[src/rtl/sdram_port_arbiter_pkg.sv]
`default_nettype none
// ============================================================================
// Module      : sdram_arb_pkg
// Description : Shared widths and FSM state encoding for the SDRAM port arbiter.
// Revision    : 1.0 - initial release
// ============================================================================
package sdram_arb_pkg;

    localparam int ADDR_W = 26;
    localparam int DATA_W = 32;
    localparam int MASK_W = 4;
    localparam int CNT_W  = 5;

    typedef enum logic [1:0] {
        ARB_IDLE = 2'd0,
        ARB_REQ  = 2'd1,
        ARB_WAIT = 2'd2
    } arb_state_t;

endpackage : sdram_arb_pkg
`default_nettype wire

[src/rtl/sdram_port_arbiter_if.sv]
`default_nettype none
// ============================================================================
// Module      : sdram_port_arbiter_if
// Description : Requester-side and controller-side bundle of the SDRAM arbiter.
// Revision    : 1.0 - initial release
// ============================================================================
interface sdram_port_arbiter_if
    import sdram_arb_pkg::*;
#(
    parameter int NUM_PORTS = 3
);
    logic [NUM_PORTS-1:0]             port_req;
    logic [NUM_PORTS-1:0][ADDR_W-1:0] port_addr;
    logic [NUM_PORTS-1:0]             port_write;
    logic [NUM_PORTS-1:0][DATA_W-1:0] port_wdata;
    logic [NUM_PORTS-1:0][MASK_W-1:0] port_wmask;
    logic [NUM_PORTS-1:0]             port_ack;
    logic [DATA_W-1:0]                port_rdata;
    logic [NUM_PORTS-1:0]             port_rdvalid;
    logic [NUM_PORTS-1:0]             port_complete;

    logic                             sdram_req;
    logic [ADDR_W-1:0]                sdram_addr;
    logic                             sdram_write;
    logic [DATA_W-1:0]                sdram_wdata;
    logic [MASK_W-1:0]                sdram_wmask;
    logic                             sdram_ack;
    logic [DATA_W-1:0]                sdram_rdata;
    logic                             sdram_rdvalid;
    logic                             sdram_complete;

    // Arbiter view
    modport slave (
        input  port_req, port_addr, port_write, port_wdata, port_wmask,
        output port_ack, port_rdata, port_rdvalid, port_complete,
        output sdram_req, sdram_addr, sdram_write, sdram_wdata, sdram_wmask,
        input  sdram_ack, sdram_rdata, sdram_rdvalid, sdram_complete
    );

    // Requesters plus controller view
    modport master (
        output port_req, port_addr, port_write, port_wdata, port_wmask,
        input  port_ack, port_rdata, port_rdvalid, port_complete,
        input  sdram_req, sdram_addr, sdram_write, sdram_wdata, sdram_wmask,
        output sdram_ack, sdram_rdata, sdram_rdvalid, sdram_complete
    );

endinterface : sdram_port_arbiter_if
`default_nettype wire

[src/rtl/sdram_port_arbiter_rr_picker.sv]
`default_nettype none
// ============================================================================
// Module      : rr_picker
// Description : Combinational round-robin search over ports 1..NUM_PORTS-1.
// Revision    : 1.0 - initial release
// ============================================================================
module rr_picker #(
    parameter int NUM_PORTS = 3,
    localparam int PTR_W    = $clog2(NUM_PORTS)
) (
    input  logic [NUM_PORTS-1:1] req_i,
    input  logic [PTR_W-1:0]     ptr_i,
    output logic [PTR_W-1:0]     winner_o,
    output logic                 found_o
);

    logic             hit_hi;
    logic             hit_lo;
    logic [PTR_W-1:0] idx_hi;
    logic [PTR_W-1:0] idx_lo;

    // Descending scan leaves the lowest index; the "hi" pass only sees ports at/after ptr.
    always_comb begin
        hit_hi = 1'b0;
        hit_lo = 1'b0;
        idx_hi = '0;
        idx_lo = '0;
        for (int i = NUM_PORTS - 1; i >= 1; i--) begin
            if (req_i[i]) begin
                if (i >= int'(ptr_i)) begin
                    hit_hi = 1'b1;
                    idx_hi = PTR_W'(i);
                end
                hit_lo = 1'b1;
                idx_lo = PTR_W'(i);
            end
        end
        found_o  = hit_lo;
        winner_o = hit_hi ? idx_hi : idx_lo;
    end

endmodule : rr_picker
`default_nettype wire

[src/rtl/sdram_port_arbiter.sv]
`default_nettype none
// ============================================================================
// Module      : sdram_port_arbiter
// Description : One-transaction-at-a-time SDRAM port arbiter, port 0 fixed
//               priority, others round-robin. SDRAM_ARB_STARVE_GUARD_EN adds
//               a port-0 starvation guard.
// Revision    : 1.0 - initial release
// ============================================================================
module sdram_port_arbiter
    import sdram_arb_pkg::*;
#(
    parameter int NUM_PORTS = 3
`ifdef SDRAM_ARB_STARVE_GUARD_EN
    , parameter int STARVE_LIMIT = 16
`endif
) (
    input  logic                  clk,
    input  logic                  reset,
    sdram_port_arbiter_if.slave   bus
);

    localparam int PTR_W = $clog2(NUM_PORTS);

    arb_state_t        state_q, state_d;
    logic [PTR_W-1:0]  owner_q, owner_d;
    logic [PTR_W-1:0]  rr_ptr_q, rr_ptr_d;
    logic [ADDR_W-1:0] addr_q;
    logic              write_q;
    logic [DATA_W-1:0] wdata_q;
    logic [MASK_W-1:0] wmask_q;

    logic [PTR_W-1:0]  rr_win;
    logic              rr_found;
    logic              force_rr;
    logic              any_req;
    logic              grant;
    logic              done;
    logic [PTR_W-1:0]  win;

    rr_picker #(.NUM_PORTS(NUM_PORTS)) u_rr_picker (
        .req_i    (bus.port_req[NUM_PORTS-1:1]),
        .ptr_i    (rr_ptr_q),
        .winner_o (rr_win),
        .found_o  (rr_found)
    );

`ifdef SDRAM_ARB_STARVE_GUARD_EN
    logic [CNT_W-1:0] starve_q, starve_d;

    assign force_rr = (starve_q == CNT_W'(STARVE_LIMIT)) && rr_found;

    always_comb begin
        starve_d = starve_q;
        if (grant) begin
            if (win == '0) starve_d = (starve_q == '1) ? starve_q : starve_q + CNT_W'(1);
            else           starve_d = '0;
        end
    end

    always_ff @(posedge clk or posedge reset) begin
        if (reset) starve_q <= '0;
        else       starve_q <= starve_d;
    end
`else
    assign force_rr = 1'b0;
`endif

    assign any_req = |bus.port_req;
    assign grant   = (state_q == ARB_IDLE) && any_req;
    assign win     = (bus.port_req[0] && !force_rr) ? '0 : rr_win;
    assign done    = ((state_q == ARB_REQ) && bus.sdram_ack && bus.sdram_complete) ||
                     ((state_q == ARB_WAIT) && bus.sdram_complete);

    always_ff @(posedge clk or posedge reset) begin
        if (reset) begin
            state_q  <= ARB_IDLE;
            owner_q  <= '0;
            rr_ptr_q <= PTR_W'(1);
        end else begin
            state_q  <= state_d;
            owner_q  <= owner_d;
            rr_ptr_q <= rr_ptr_d;
        end
    end

    always_comb begin
        state_d  = state_q;
        owner_d  = owner_q;
        rr_ptr_d = rr_ptr_q;
        case (state_q)
            ARB_IDLE: if (any_req) begin
                state_d = ARB_REQ;
                owner_d = win;
            end
            ARB_REQ:  if (bus.sdram_ack) state_d = bus.sdram_complete ? ARB_IDLE : ARB_WAIT;
            ARB_WAIT: if (bus.sdram_complete) state_d = ARB_IDLE;
            default:  state_d = ARB_IDLE;
        endcase
        if (done && owner_q != '0)
            rr_ptr_d = (owner_q == PTR_W'(NUM_PORTS - 1)) ? PTR_W'(1) : owner_q + PTR_W'(1);
    end

    always_ff @(posedge clk or posedge reset) begin
        if (reset) begin
            addr_q  <= '0;
            write_q <= 1'b0;
            wdata_q <= '0;
            wmask_q <= '0;
        end else if (grant) begin
            addr_q  <= bus.port_addr[win];
            write_q <= bus.port_write[win];
            wdata_q <= bus.port_wdata[win];
            wmask_q <= bus.port_wmask[win];
        end
    end

    assign bus.sdram_addr  = addr_q;
    assign bus.sdram_write = write_q;
    assign bus.sdram_wdata = wdata_q;
    assign bus.sdram_wmask = wmask_q;
    assign bus.port_rdata  = bus.sdram_rdata;

    // Controller strobes seen in IDLE belong to no one and are dropped.
    always_comb begin
        bus.sdram_req     = (state_q == ARB_REQ);
        bus.port_ack      = '0;
        bus.port_rdvalid  = '0;
        bus.port_complete = '0;
        for (int i = 0; i < NUM_PORTS; i++) begin
            if (owner_q == PTR_W'(i)) begin
                bus.port_ack[i]      = bus.sdram_ack && (state_q == ARB_REQ);
                bus.port_rdvalid[i]  = bus.sdram_rdvalid && (state_q != ARB_IDLE);
                bus.port_complete[i] = bus.sdram_complete && (state_q != ARB_IDLE);
            end
        end
    end

endmodule : sdram_port_arbiter
`default_nettype wire

[src/flat_wrapper.sv]
// flat-port wrapper written by rule: the top's interface ports become plain ports
module sdram_port_arbiter_flat import sdram_arb_pkg::*;
#(
    parameter int NUM_PORTS = 3

)
  (clk, reset, bus_port_req, bus_port_addr, bus_port_write, bus_port_wdata, bus_port_wmask, bus_port_ack, bus_port_rdata, bus_port_rdvalid, bus_port_complete, bus_sdram_req, bus_sdram_addr, bus_sdram_write, bus_sdram_wdata, bus_sdram_wmask, bus_sdram_ack, bus_sdram_rdata, bus_sdram_rdvalid, bus_sdram_complete);
  sdram_port_arbiter_if #(.NUM_PORTS(NUM_PORTS)) bus_i ();
  input  logic clk;
  input  logic reset;
  input wire logic [$bits(bus_i.port_req)-1:0] bus_port_req;
  input wire logic [$bits(bus_i.port_addr)-1:0] bus_port_addr;
  input wire logic [$bits(bus_i.port_write)-1:0] bus_port_write;
  input wire logic [$bits(bus_i.port_wdata)-1:0] bus_port_wdata;
  input wire logic [$bits(bus_i.port_wmask)-1:0] bus_port_wmask;
  output wire logic [$bits(bus_i.port_ack)-1:0] bus_port_ack;
  output wire logic [$bits(bus_i.port_rdata)-1:0] bus_port_rdata;
  output wire logic [$bits(bus_i.port_rdvalid)-1:0] bus_port_rdvalid;
  output wire logic [$bits(bus_i.port_complete)-1:0] bus_port_complete;
  output wire logic [$bits(bus_i.sdram_req)-1:0] bus_sdram_req;
  output wire logic [$bits(bus_i.sdram_addr)-1:0] bus_sdram_addr;
  output wire logic [$bits(bus_i.sdram_write)-1:0] bus_sdram_write;
  output wire logic [$bits(bus_i.sdram_wdata)-1:0] bus_sdram_wdata;
  output wire logic [$bits(bus_i.sdram_wmask)-1:0] bus_sdram_wmask;
  input wire logic [$bits(bus_i.sdram_ack)-1:0] bus_sdram_ack;
  input wire logic [$bits(bus_i.sdram_rdata)-1:0] bus_sdram_rdata;
  input wire logic [$bits(bus_i.sdram_rdvalid)-1:0] bus_sdram_rdvalid;
  input wire logic [$bits(bus_i.sdram_complete)-1:0] bus_sdram_complete;
  assign bus_i.port_req = bus_port_req;
  assign bus_i.port_addr = bus_port_addr;
  assign bus_i.port_write = bus_port_write;
  assign bus_i.port_wdata = bus_port_wdata;
  assign bus_i.port_wmask = bus_port_wmask;
  assign bus_port_ack = bus_i.port_ack;
  assign bus_port_rdata = bus_i.port_rdata;
  assign bus_port_rdvalid = bus_i.port_rdvalid;
  assign bus_port_complete = bus_i.port_complete;
  assign bus_sdram_req = bus_i.sdram_req;
  assign bus_sdram_addr = bus_i.sdram_addr;
  assign bus_sdram_write = bus_i.sdram_write;
  assign bus_sdram_wdata = bus_i.sdram_wdata;
  assign bus_sdram_wmask = bus_i.sdram_wmask;
  assign bus_i.sdram_ack = bus_sdram_ack;
  assign bus_i.sdram_rdata = bus_sdram_rdata;
  assign bus_i.sdram_rdvalid = bus_sdram_rdvalid;
  assign bus_i.sdram_complete = bus_sdram_complete;
  sdram_port_arbiter #(.NUM_PORTS(NUM_PORTS)) u_core (.clk(clk), .reset(reset), .bus(bus_i));
endmodule
[config.mk]
export PLATFORM = sky130hd
export DESIGN_NAME = sdram_port_arbiter_flat
export DESIGN_NICKNAME = d
export VERILOG_FILES = /design/src/rtl/sdram_port_arbiter_pkg.sv /design/src/rtl/sdram_port_arbiter_if.sv /design/src/rtl/sdram_port_arbiter_rr_picker.sv /design/src/rtl/sdram_port_arbiter.sv /design/src/flat_wrapper.sv
export SDC_FILE = /design/constraint.sdc
export NUM_CORES = 1
export LEC_CHECK = 0
export BUFFER_PORTS_ARGS = -buffer_cell sky130_fd_sc_hd__buf_2
export CAP_MARGIN = 20
export CORE_AREA = 2 2 130 132
export DETAILED_ROUTE_END_ITERATION = 16
export DIE_AREA = 0 0 132 134
export SETUP_SLACK_MARGIN = 0.1
export SLEW_MARGIN = 20
export SYNTH_ARGS = -nofsm -noshare
export SYNTH_HDL_FRONTEND = slang
export SYNTH_SLANG_ARGS = --single-unit
[constraint.sdc]
create_clock -name clk -period 2.2 [get_ports clk]
set_input_delay 0.44 -clock clk [delete_from_list [all_inputs] [get_ports clk]]
set_output_delay 0.44 -clock clk [all_outputs]
set_load 0.02 [all_outputs]
* Word level (Yosys, flattened, before mapping) *
Cells that the tools add are included.

cells by class
  $add $sub $neg = 1
  magnitude comparators = 3
  eq/ne operators = 7
  muxes and demuxes = 35
  reduce and logical (&&, ||, !) cells = 15

operators with widths
  kind                                                              count
  binary-select mux 32 bit (select 2 bit)                           1
  binary-select mux 26 bit (select 2 bit)                           1
  two-way mux 32 bit                                                1
  two-way mux 2 bit                                                 13
  two-way mux 26 bit                                                1
  two-way mux 1 bit                                                 14
  binary-select mux 4 bit (select 2 bit)                            1
  logical AND 1 bit                                                 7
  case mux 2 bit (3 select lines)                                   1
  equality test 2 x 1 -> 1 bit, second input constant               2
  equality test 2 bit, second input constant                        2
  zero test 2 bit                                                   2
  two-way mux 4 bit                                                 1
  inequality test 2 x 1 -> 1 bit, second input constant             2
  nonzero test 2 bit                                                2
  less-than comparator 2 x 3 -> 1 bit, second input constant        1
  AND reduction 3 bit                                               1
  OR reduction 3 bit                                                1
  adder 2 x 1 -> 2 bit, second input constant                       1
  binary-select mux 1 bit (select 2 bit)                            1
  greater-or-equal comparator 1 x 2 -> 1 bit, first input constant  1
  greater-or-equal comparator 2 bit, first input constant           1
  inequality test 2 bit, second input constant                      1
  AND reduction 2 bit                                               1
  logical OR 1 bit                                                  1

word-level totals
  flip-flop bits (word level) = 69
  output and inout bits = 105

* Depth between registers and ports, before layout *
Gate-level depths: netlist of the first run.

  word-level depth = 9
  mapped depth = 7
  gate-level depth less buffers = 4

* Cells and area by module *
Synthesis of the first run repeated with hierarchy kept, for this count alone.

unflattened totals
  cell total of the unflattened synthesis = 581
  area, all modules = 5262.5 um^2

modules (own cells, without submodules)
  module              times used  cells each  area an instance (um^2)  sequential area each (um^2)
  sdram_port_arbiter  1           576         5226.3                   1727.9
  rr_picker           1           5           36.3                     0.0

* Worst setup path after synthesis of the first run *
No wires, ideal clock.

  path type = flip-flop to output port
  start = register u_core.state_q[1]
  end = output port bus_port_ack[0]
  arrival time = 1058 ps
  data required time = 1760 ps
  slack = 702 ps
  cell stages (with the launch flop) = 3
  cells stage by stage = dfrtp_1 > nand3b_1 > nor3_1

between the ends
  word-level cells in the longest chain between the ends = 3

ends and longest elaborated chain
  item                          RTL line                   RTL
  from (decl)                   sdram_port_arbiter.sv:24   arb_state_t state_q, state_d;
  from (signal assigned)        sdram_port_arbiter.sv:80   state_q <= state_d;
  equality test 2 x 1 -> 1 bit  sdram_port_arbiter.sv:131  bus.port_ack[i] = bus.sdram_ack && (state_q == ARB_REQ);
  logical AND 1 bit             sdram_port_arbiter.sv:131
  two-way mux 1 bit             sdram_port_arbiter.sv:130  if (owner_q == PTR_W'(i)) begin
  to (decl)                     flat_wrapper.sv:16         output wire logic [$bits(bus_i.port_ack)-1:0] bus_port_ack;

No other way between the ends.

* Final worst setup path of the first run *
Ends and elaborated chain as after synthesis.

==> results.txt, run 1 <==
----------------------------------------------------
[Finish]
  Commonest non-fill, non-tap cell in the layout ... sky130_fd_sc_hd__buf_2
  Synth-to-layout area growth ... 36.6%
  Final nets ... around 1,000
  Total inserted antenna cells ... 0
  Area of combinational cells with multiple inputs ... 2030 µm²
  Commonest cells after routing, fill and taps aside ... 269 x sky130_fd_sc_hd__buf_2, 129 x sky130_fd_sc_hd__nand2_1, 71 x sky130_fd_sc_hd__o21ai_0
  Layout cell share with drive strength beyond 1 ... 0.387
  Fill cell total of the finished layout ... 1,798
  Non-filler cells, final ... 1,005
  Flip-flop and latch area ... about 1700 µm²

[Critical path]
  Worst Path Arrival ... roughly 1.4 ns
  Cell count of the worst reg-to-reg path ... 5
  Kind of start point of the critical path ... register
  Launch point of the worst reg-to-reg path ... u_core.rr_ptr_q[0]
  Slack of the worst reg-to-reg path ... 0.48 ns
  Endpoint class of the critical path ... primary output
  Type of the worst setup path ... reg -> out
  Ordered cell list for the critical path ... nand3b_1 -> nor3_1 -> buf_2
  Master of the slowest instance on the critical path ... sky130_fd_sc_hd__dfrtp_1
  Critical path fanouts, max ... 5
  Worst R2R End ... u_core.bus.sdram_wdata[17]
  Peak per-stage delay on the critical path ... a little over 0.4 ns
  Data required time at the worst endpoint ... approximately 1.8 ns

[Timing]
  Worst Skew ... around 0.004 ns
  Setup total negative slack ... 0 ns
  Setup repair after global routing missed its margin ... no
  Minimum period implied by the final worst setup slack ... 1.79 ns
  Maximum frequency from static timing analysis ... 560 MHz
  Final hold violation count ... 0
  Normalized max-slew margin ... 0.601
  Max Transition Viols Final ... 0
  Final setup fails ... 0
  Transition at the pin with the smallest max-transition slack ... around 0.6 ns
  Post-route clock period utilization ... 0.812

[Die]
  Top-Level Pins ... 334
  Die width ... roughly 130 µm
  Starting density of the core ... 0.263
  CORE AREA ... roughly 16,000 µm²
  Area of the die ... ~18,000 µm²
  Std-Cell Rows ... 47
  Die extent in y ... between 100 and 150 µm

[Run]
  Max-cap violations ... 0

[Global routing]
  Aggregate global routing overflow ... 0
  Wire length of the first global-routing pass ... 25,900 µm
  Number of antenna violations at the first check in global routing ... 0
  Total global-route track usage ... 0.184
  Pin count of the biggest net entering global routing ... between 60 and 70
  Vias in the first global route ... roughly 5,000

[Clocking]
  Total clock buffers created by CTS ... 9
  Worst-case clock buffer depth ... 2
  Library cell used as clock root buffer ... sky130_fd_sc_hd__clkbuf_16
  Clock sinks ... 69
  Clock tree from TritonCTS ... built
  Clock transition time at the flip-flop clock pins of the worst setup and hold paths ... approximately 0.060 ns
  Number of gates resized after cts ... 0
  H-tree levels ... 3
  Worst-skew pair later-pin latency ... roughly 0.33 ns
  Setup bufs post-CTS ... 0

[Routing]
  DRT met1 WL ... 6890 µm
  DRC violation count after routing ... 0
  Drt wl/cell ... 16.7 µm
  Routed length on met2 ... 7990 µm
  Vias per std cell ... around 5
  WL met3 ... about 1100 µm
  DRT Pass-1 Iters ... 7
  Initial DRC Count ... around 330
  Highest signal layer in the routed design ... met4
  Vias after detailed routing ... roughly 5,000
  Final wirelength ... 16,800 µm
  Count of antenna-violating nets left after detailed routing ... 0

[Synth]
  Fraction of the yosys area taken by sequential cells ... 0.404
  Most used flip-flop cell after synthesis ... sky130_fd_sc_hd__dfrtp_1
  Fraction of registers with async set/reset ... 1.00
  Post-synth EDFFs ... 0
  Largest area contributor in the synthesized netlist ... sky130_fd_sc_hd__dfrtp_1
  Synth top area share ... 0.398
  Syn Nets ... 800
  Synth Cell Area ... about 4300 µm²
  Leading cell types by total area after synthesis ... sky130_fd_sc_hd__dfrtp_1 40%, sky130_fd_sc_hd__nand2_1 11%, sky130_fd_sc_hd__a31oi_1 9.8%
  Cell count after synthesis ... around 570
  Synth warnings ... 0
  Library cells used by synthesis ... 22
  Number of storage elements in the synthesis netlist ... just under 70
  Average size of a mapped cell ... about 7.5 µm²

[Power]
  Leakage ... ~2.9 nW
  Cell Pwr Density ... 1250 nW/µm²
  Peak ir drop on the vdd network ... approximately 0.00043 V

[Outcome]
  Result of the run ... complete, no violations

[Place]
  IO buf count ... about 270
  Inst Count DP ... a little under 1,000
  Placer congestion estimate ... a little over 0.8
  Final HPWL from detailed placement ... ~12,000 µm

[Min path]
  Critical hold path startpoint ... bus_sdram_ack
  Hold Path Depth ... 2
  Worst hold path type ... in -> reg
  Worst hold path endpoint ... u_core.state_q[0]

----------------------------------------------------
[worst max path at each step]
stage / from / cells past startpoint / to / slack (ns)
3_3_place_gp: bus_port_req[1] / 4 / u_core.bus.sdram_wdata[7] / 0.15
6_report: u_core.state_q[1] / 3 / bus_port_ack[0] / 0.41
4_1_cts: u_core.state_q[0] / 4 / u_core.bus.sdram_wdata[17] / 0.13
3_5_place_dp: bus_port_req[1] / 4 / u_core.bus.sdram_wdata[17] / 0.10
5_1_grt: u_core.state_q[0] / 3 / bus_port_complete[1] / 0.29
2_1_floorplan: u_core.state_q[1] / 2 / bus_port_ack[0] / 0.70
[kinds of logic (layout without fill, tap and decap cells)]
family	after synthesis	in the layout	share of synthesized area
compound gates	265	265	0.333
buf+inv	90	304	0.127
flops	69	69	0.404
simple gates	147	147	0.135
[worst max-delay path, delay by kind of cell (launching register included)]
kind,cells,cell delay (ns)
flip-flops,1,0.41
buffers and inverters,1,0.19
AND/OR/NAND/NOR,2,0.41
[layout make-up]
class	instances	area share
clock buffers	14	0.0469
clock inverters	1	0.000856
multi-input cells	412	0.347
flip-flops and latches	69	0.296
repair buffers	285	0.260
well taps	220	0.0471
inverters	4	0.00321
[power breakdown]
group	internal (W)	total [W]	leakage, nW	switching (W)
clock	0.000849	0.00140	0.139	0.000554
sequential	0.00190	0.00226	0.848	0.000362
combinational	0.00126	0.00367	1.88	0.00241
total	0.00401	0.00734	2.87	0.00332
[sequential cells by signal, indices dropped and copies added (netlist names)]
register / count
u_core.bus.sdram_addr: 26
u_core.bus.sdram_wdata: 32
u_core.bus.sdram_wmask: 4
u_core.bus.sdram_write: 1
u_core.owner_q: 2
u_core.rr_ptr_q: 2
u_core.state_q: 2
[repair_timing]
action	CTS	global route
hold endpoints to repair	3	0
hold buffers	1	0
endpoints found under the setup margin	0	0
[synthesized netlist by cell type (3+ instances only)]
master,number
sky130_fd_sc_hd__dfrtp_1,68
sky130_fd_sc_hd__buf_6,7
sky130_fd_sc_hd__nor3_1,3
sky130_fd_sc_hd__nand2_1,129
sky130_fd_sc_hd__clkbuf_1,22
sky130_fd_sc_hd__a31oi_1,67
sky130_fd_sc_hd__buf_4,33
sky130_fd_sc_hd__o21ai_1,61
sky130_fd_sc_hd__nand2b_1,4
sky130_fd_sc_hd__nor2_1,7
sky130_fd_sc_hd__buf_2,18
sky130_fd_sc_hd__o21ai_0,71
sky130_fd_sc_hd__nand3b_1,3
sky130_fd_sc_hd__a21oi_1,63
sky130_fd_sc_hd__inv_1,3
sky130_fd_sc_hd__clkbuf_2,6
[stage by stage]
step	setup WS, ns	power [W]	hold WS (ns)	utilization	cell area [µm²]
6_report	0.415	0.00734	0.322	0.359	5850
2_1_floorplan	0.702	0.00466	0.506	-	4280
3_3_place_gp	0.152	0.00594	0.340	0.341	5550
4_1_cts	0.134	0.00744	0.306	0.358	5840
5_1_grt	0.290	0.00789	0.322	0.359	5850
3_5_place_dp	0.102	0.00600	0.341	0.341	5550
[per-layer routing]
metal | global-route usage | vias up
met1 | 0.221 | 2269
li1 | - | 2407
met4 | 0.111 | 0
met2 | 0.312 | 237
met5 | 0 | -
met3 | 0.0299 | 76
(Power assumes the default switching activity.)
==> run 2, diff against run 1 <==
--- a/config.mk
+++ b/config.mk
@@ -7,9 +7,9 @@
 export LEC_CHECK = 0
 export BUFFER_PORTS_ARGS = -buffer_cell sky130_fd_sc_hd__buf_2
 export CAP_MARGIN = 20
-export CORE_AREA = 2 2 130 132
+export CORE_AREA = 2 2 131 133
 export DETAILED_ROUTE_END_ITERATION = 16
-export DIE_AREA = 0 0 132 134
+export DIE_AREA = 0 0 133 135
 export SETUP_SLACK_MARGIN = 0.1
 export SLEW_MARGIN = 20
 export SYNTH_ARGS = -nofsm -noshare
==> constraint.sdc (replaced) <==
create_clock -name clk -period 1.72 [get_ports clk]
set_input_delay 0.344 -clock clk [delete_from_list [all_inputs] [get_ports clk]]
set_output_delay 0.344 -clock clk [all_outputs]
set_load 0.02 [all_outputs]
==> run 2 against run 1 <==
Routed wire length increased by 4.7%. Critical path depth increased by 1. Sequential power increased by 27%. Hold slack got worse by 0.21 ns. Combinational power increased by 44%. Sequential share of layout area decreased by 1.2 points. Non-clock buffer count increased by 11. Clock power increased by 31%. Power increased by 36%. Sequential cell count unchanged. First-iteration DRC count decreased by 23%. Final cell count increased by 1.2%. Largest cell class unchanged.
==> results.txt, run 2 (same netlist as run 1, synthesis figures left out) <==
----------------------------------------------------
[Timing]
  Post-route clock period utilization ... 0.977
  Setup repair after global routing missed its margin ... yes (was no)
  Maximum frequency from static timing analysis ... about 590 MHz
  Worst Hold Margin ... 0.113 ns (was 0.322 ns)
  Worst Skew ... 0.00749 ns (was 0.00389 ns)
  Transition at the pin with the smallest max-transition slack ... 0.458 ns (was 0.599 ns)
  Normalized max-slew margin ... 0.692 (was 0.601)
  Max Transition Viols Final ... 0 (unchanged)
  Final setup fails ... 0 (unchanged)
  Final hold violation count ... 0 (unchanged)
  Setup total negative slack ... 0 ns (unchanged)
  Minimum period implied by the final worst setup slack ... 1.68 ns

[Global routing]
  Number of antenna violations at the first check in global routing ... 0 (unchanged)
  Pin count of the biggest net entering global routing ... 70 (was 67)
  Wire length of the first global-routing pass ... 25,000 µm (was 25,900 µm)
  Total global-route track usage ... 0.176 (was 0.184)
  Aggregate global routing overflow ... 0 (unchanged)
  Vias in the first global route ... 4,825 (was 5,021)

[Finish]
  Total inserted antenna cells ... 0 (unchanged)
  Fill cell total of the finished layout ... 1,717 (was 1,798)
  Layout cell share with drive strength beyond 1 ... 0.402 (was 0.387)
  Synth-to-layout area growth ... 42.6% (was 36.6%)
  Commonest cells after routing, fill and taps aside ... 265 x sky130_fd_sc_hd__buf_2, 129 x sky130_fd_sc_hd__nand2_1, 69 x sky130_fd_sc_hd__o21ai_0 (was 269 x sky130_fd_sc_hd__buf_2, 129 x sky130_fd_sc_hd__nand2_1, 71 x sky130_fd_sc_hd__o21ai_0)
  Utilization of the core after routing ... 0.372 (was 0.359)
  Non-filler cells, final ... 1,017 (was 1,005)
  Commonest non-fill, non-tap cell in the layout ... sky130_fd_sc_hd__buf_2 (unchanged)
  Number of flip-flops under the largest register name ... 32 (unchanged)
  Final nets ... 1,021 (was 1,010)

[Run]
  Max-cap violations ... 0 (unchanged)

[Power]
  Leakage ... 2.98 nW (was 2.87 nW)
  Cell Pwr Density ... 1640 nW/µm² (was 1250 nW/µm²)
  Peak ir drop on the vdd network ... 0.000575 V (was 0.000429 V)

[Clocking]
  H-tree levels ... 3 (unchanged)
  Worst-skew pair later-pin latency ... 0.34 ns (was 0.33 ns)
  Clock sinks ... 69 (unchanged)
  Library cell used as clock root buffer ... sky130_fd_sc_hd__clkbuf_16 (unchanged)
  Total clock buffers created by CTS ... 9 (unchanged)
  Clock transition time at the flip-flop clock pins of the worst setup and hold paths ... 0.06 ns (about the same)
  Worst-case clock buffer depth ... 2 (unchanged)
  Clock tree from TritonCTS ... built (unchanged)

[Min path]
  Worst hold path type ... in -> async (was in -> reg)

[Critical path]
  Data required time at the worst endpoint ... 1.38 ns (was 1.76 ns)
  Endpoint class of the critical path ... primary output (unchanged)
  Kind of start point of the critical path ... register (unchanged)
  Ordered cell list for the critical path ... nand3b_1 -> buf_4 -> nor2_1 -> buf_4 (was nand3b_1 -> nor3_1 -> buf_2)
  Number of buffers and inverters on the critical path ... 2 (was 1)
  Critical path fanouts, max ... 4 (was 5)
  Slack of the worst reg-to-reg path ... 0.14 ns (was 0.48 ns)
  Crit path max-delay family ... flip-flops (was simple AND/OR/NAND/NOR gates)
  Type of the worst setup path ... reg -> out (unchanged)
  Most common cell type on the critical path ... sky130_fd_sc_hd__buf_4
  Peak per-stage delay on the critical path ... 0.41 ns (about the same)
  Master of the slowest instance on the critical path ... sky130_fd_sc_hd__dfrtp_1 (unchanged)
  Worst Path Arrival ... 1.34 ns (was 1.35 ns)

[Die]
  Std-Cell Rows ... 47 (unchanged)
  Die width ... 133 µm (was 132 µm)
  Die extent in y ... 135 µm (was 134 µm)
  Area of the die ... 18,000 µm² (was 17,700 µm²)
  Top-Level Pins ... 334 (unchanged)
  Starting density of the core ... 0.261 (was 0.263)
  CORE AREA ... 16,400 µm² (was 16,300 µm²)

[Routing]
  Drt wl/cell ... 17.3 µm (was 16.7 µm)
  DRT Pass-1 Iters ... 4 (was 7)
  Final wirelength ... 17,600 µm (was 16,800 µm)
  Initial DRC Count ... 251 (was 326)
  Vias after detailed routing ... 5,018 (was 4,989)
  Vias per std cell ... 4.93 (was 4.96)
  Count of antenna-violating nets left after detailed routing ... 0 (unchanged)
  DRC violation count after routing ... 0 (unchanged)

[Place]
  Final HPWL from detailed placement ... 11,500 µm (was 11,800 µm)
  Inst Count DP ... 991 (was 989)
  Placer congestion estimate ... 0.802 (was 0.825)
  IO buf count ... 269 (unchanged)

[Outcome]
  Result of the run ... complete, no violations (unchanged)

----------------------------------------------------
run 2: worst paths after layout:
check | start | end | cells past startpoint
setup / recovery | u_core.state_q[1] | bus_port_ack[2] | 4
hold / removal | reset | u_core.bus.sdram_addr[11] | 3
setup reg to reg | u_core.rr_ptr_q[0] | u_core.bus.sdram_wdata[9] | 5
hold reg to reg | u_core.bus.sdram_wdata[18] | u_core.bus.sdram_wdata[18] | 2
max in group asynchronous | reset | u_core.rr_ptr_q[0] | 3
min in group clk | bus_sdram_ack | u_core.state_q[0] | 2
run 2: cell type report:
| type | instances | area [µm²] | share of cell area |
|---|---|---|---|
| Multi-Input combinational cell | 412 | 2030 | 0.333 |
| Timing Repair Buffer | 296 | 1760 | 0.288 |
| Sequential cell | 69 | 1730 | 0.284 |
| Tap cell | 220 | 275 | 0.0451 |
| Clock buffer | 12 | 236 | 0.0388 |
| Clock inverter | 4 | 48.8 | 0.00800 |
| Inverter | 4 | 18.8 | 0.00308 |
run 2: power by group:
group | switching, W | internal (W)
combinational | 0.00330 | 0.00198
clock | 0.000721 | 0.00112
sequential | 0.000443 | 0.00244
run 2: layer usage:
layer,vias up,share of wire,track usage
met4,0,0.037,0.100
met5,-,0,0
li1,2428,-,-
met1,2320,0.41,0.216
met3,47,0.062,0.0293
met2,223,0.49,0.296
run 2: repair_timing:
| action | CTS | global route |
|---|---|---|
| setup buffers | 3 | 3 |
| cloned | 0 | 4 |
| gates resized for setup | 4 | 12 |
| hold buffers | 0 | 0 |
| setup endpoints to repair | 9 | 41 |
| pin swaps | 1 | 2 |
run 2: through the flow:
step                worst slack, ns  instance area (µm²)  total power (W)
floorplan                     0.271                 4280          0.00597
global placement              0.106                 5640          0.00768
detailed placement           0.0854                 5640          0.00773
CTS                          0.0447                 5950          0.00966
global route                -0.0283                 6100           0.0107
finish                       0.0390                 6100          0.00999
run 2: tightest hold or removal path, cell delays in order:
cell and delay [ns]:
sky130_fd_sc_hd__buf_2 0.11, sky130_fd_sc_hd__clkinvlp_4 0.07, sky130_fd_sc_hd__buf_12 0.33
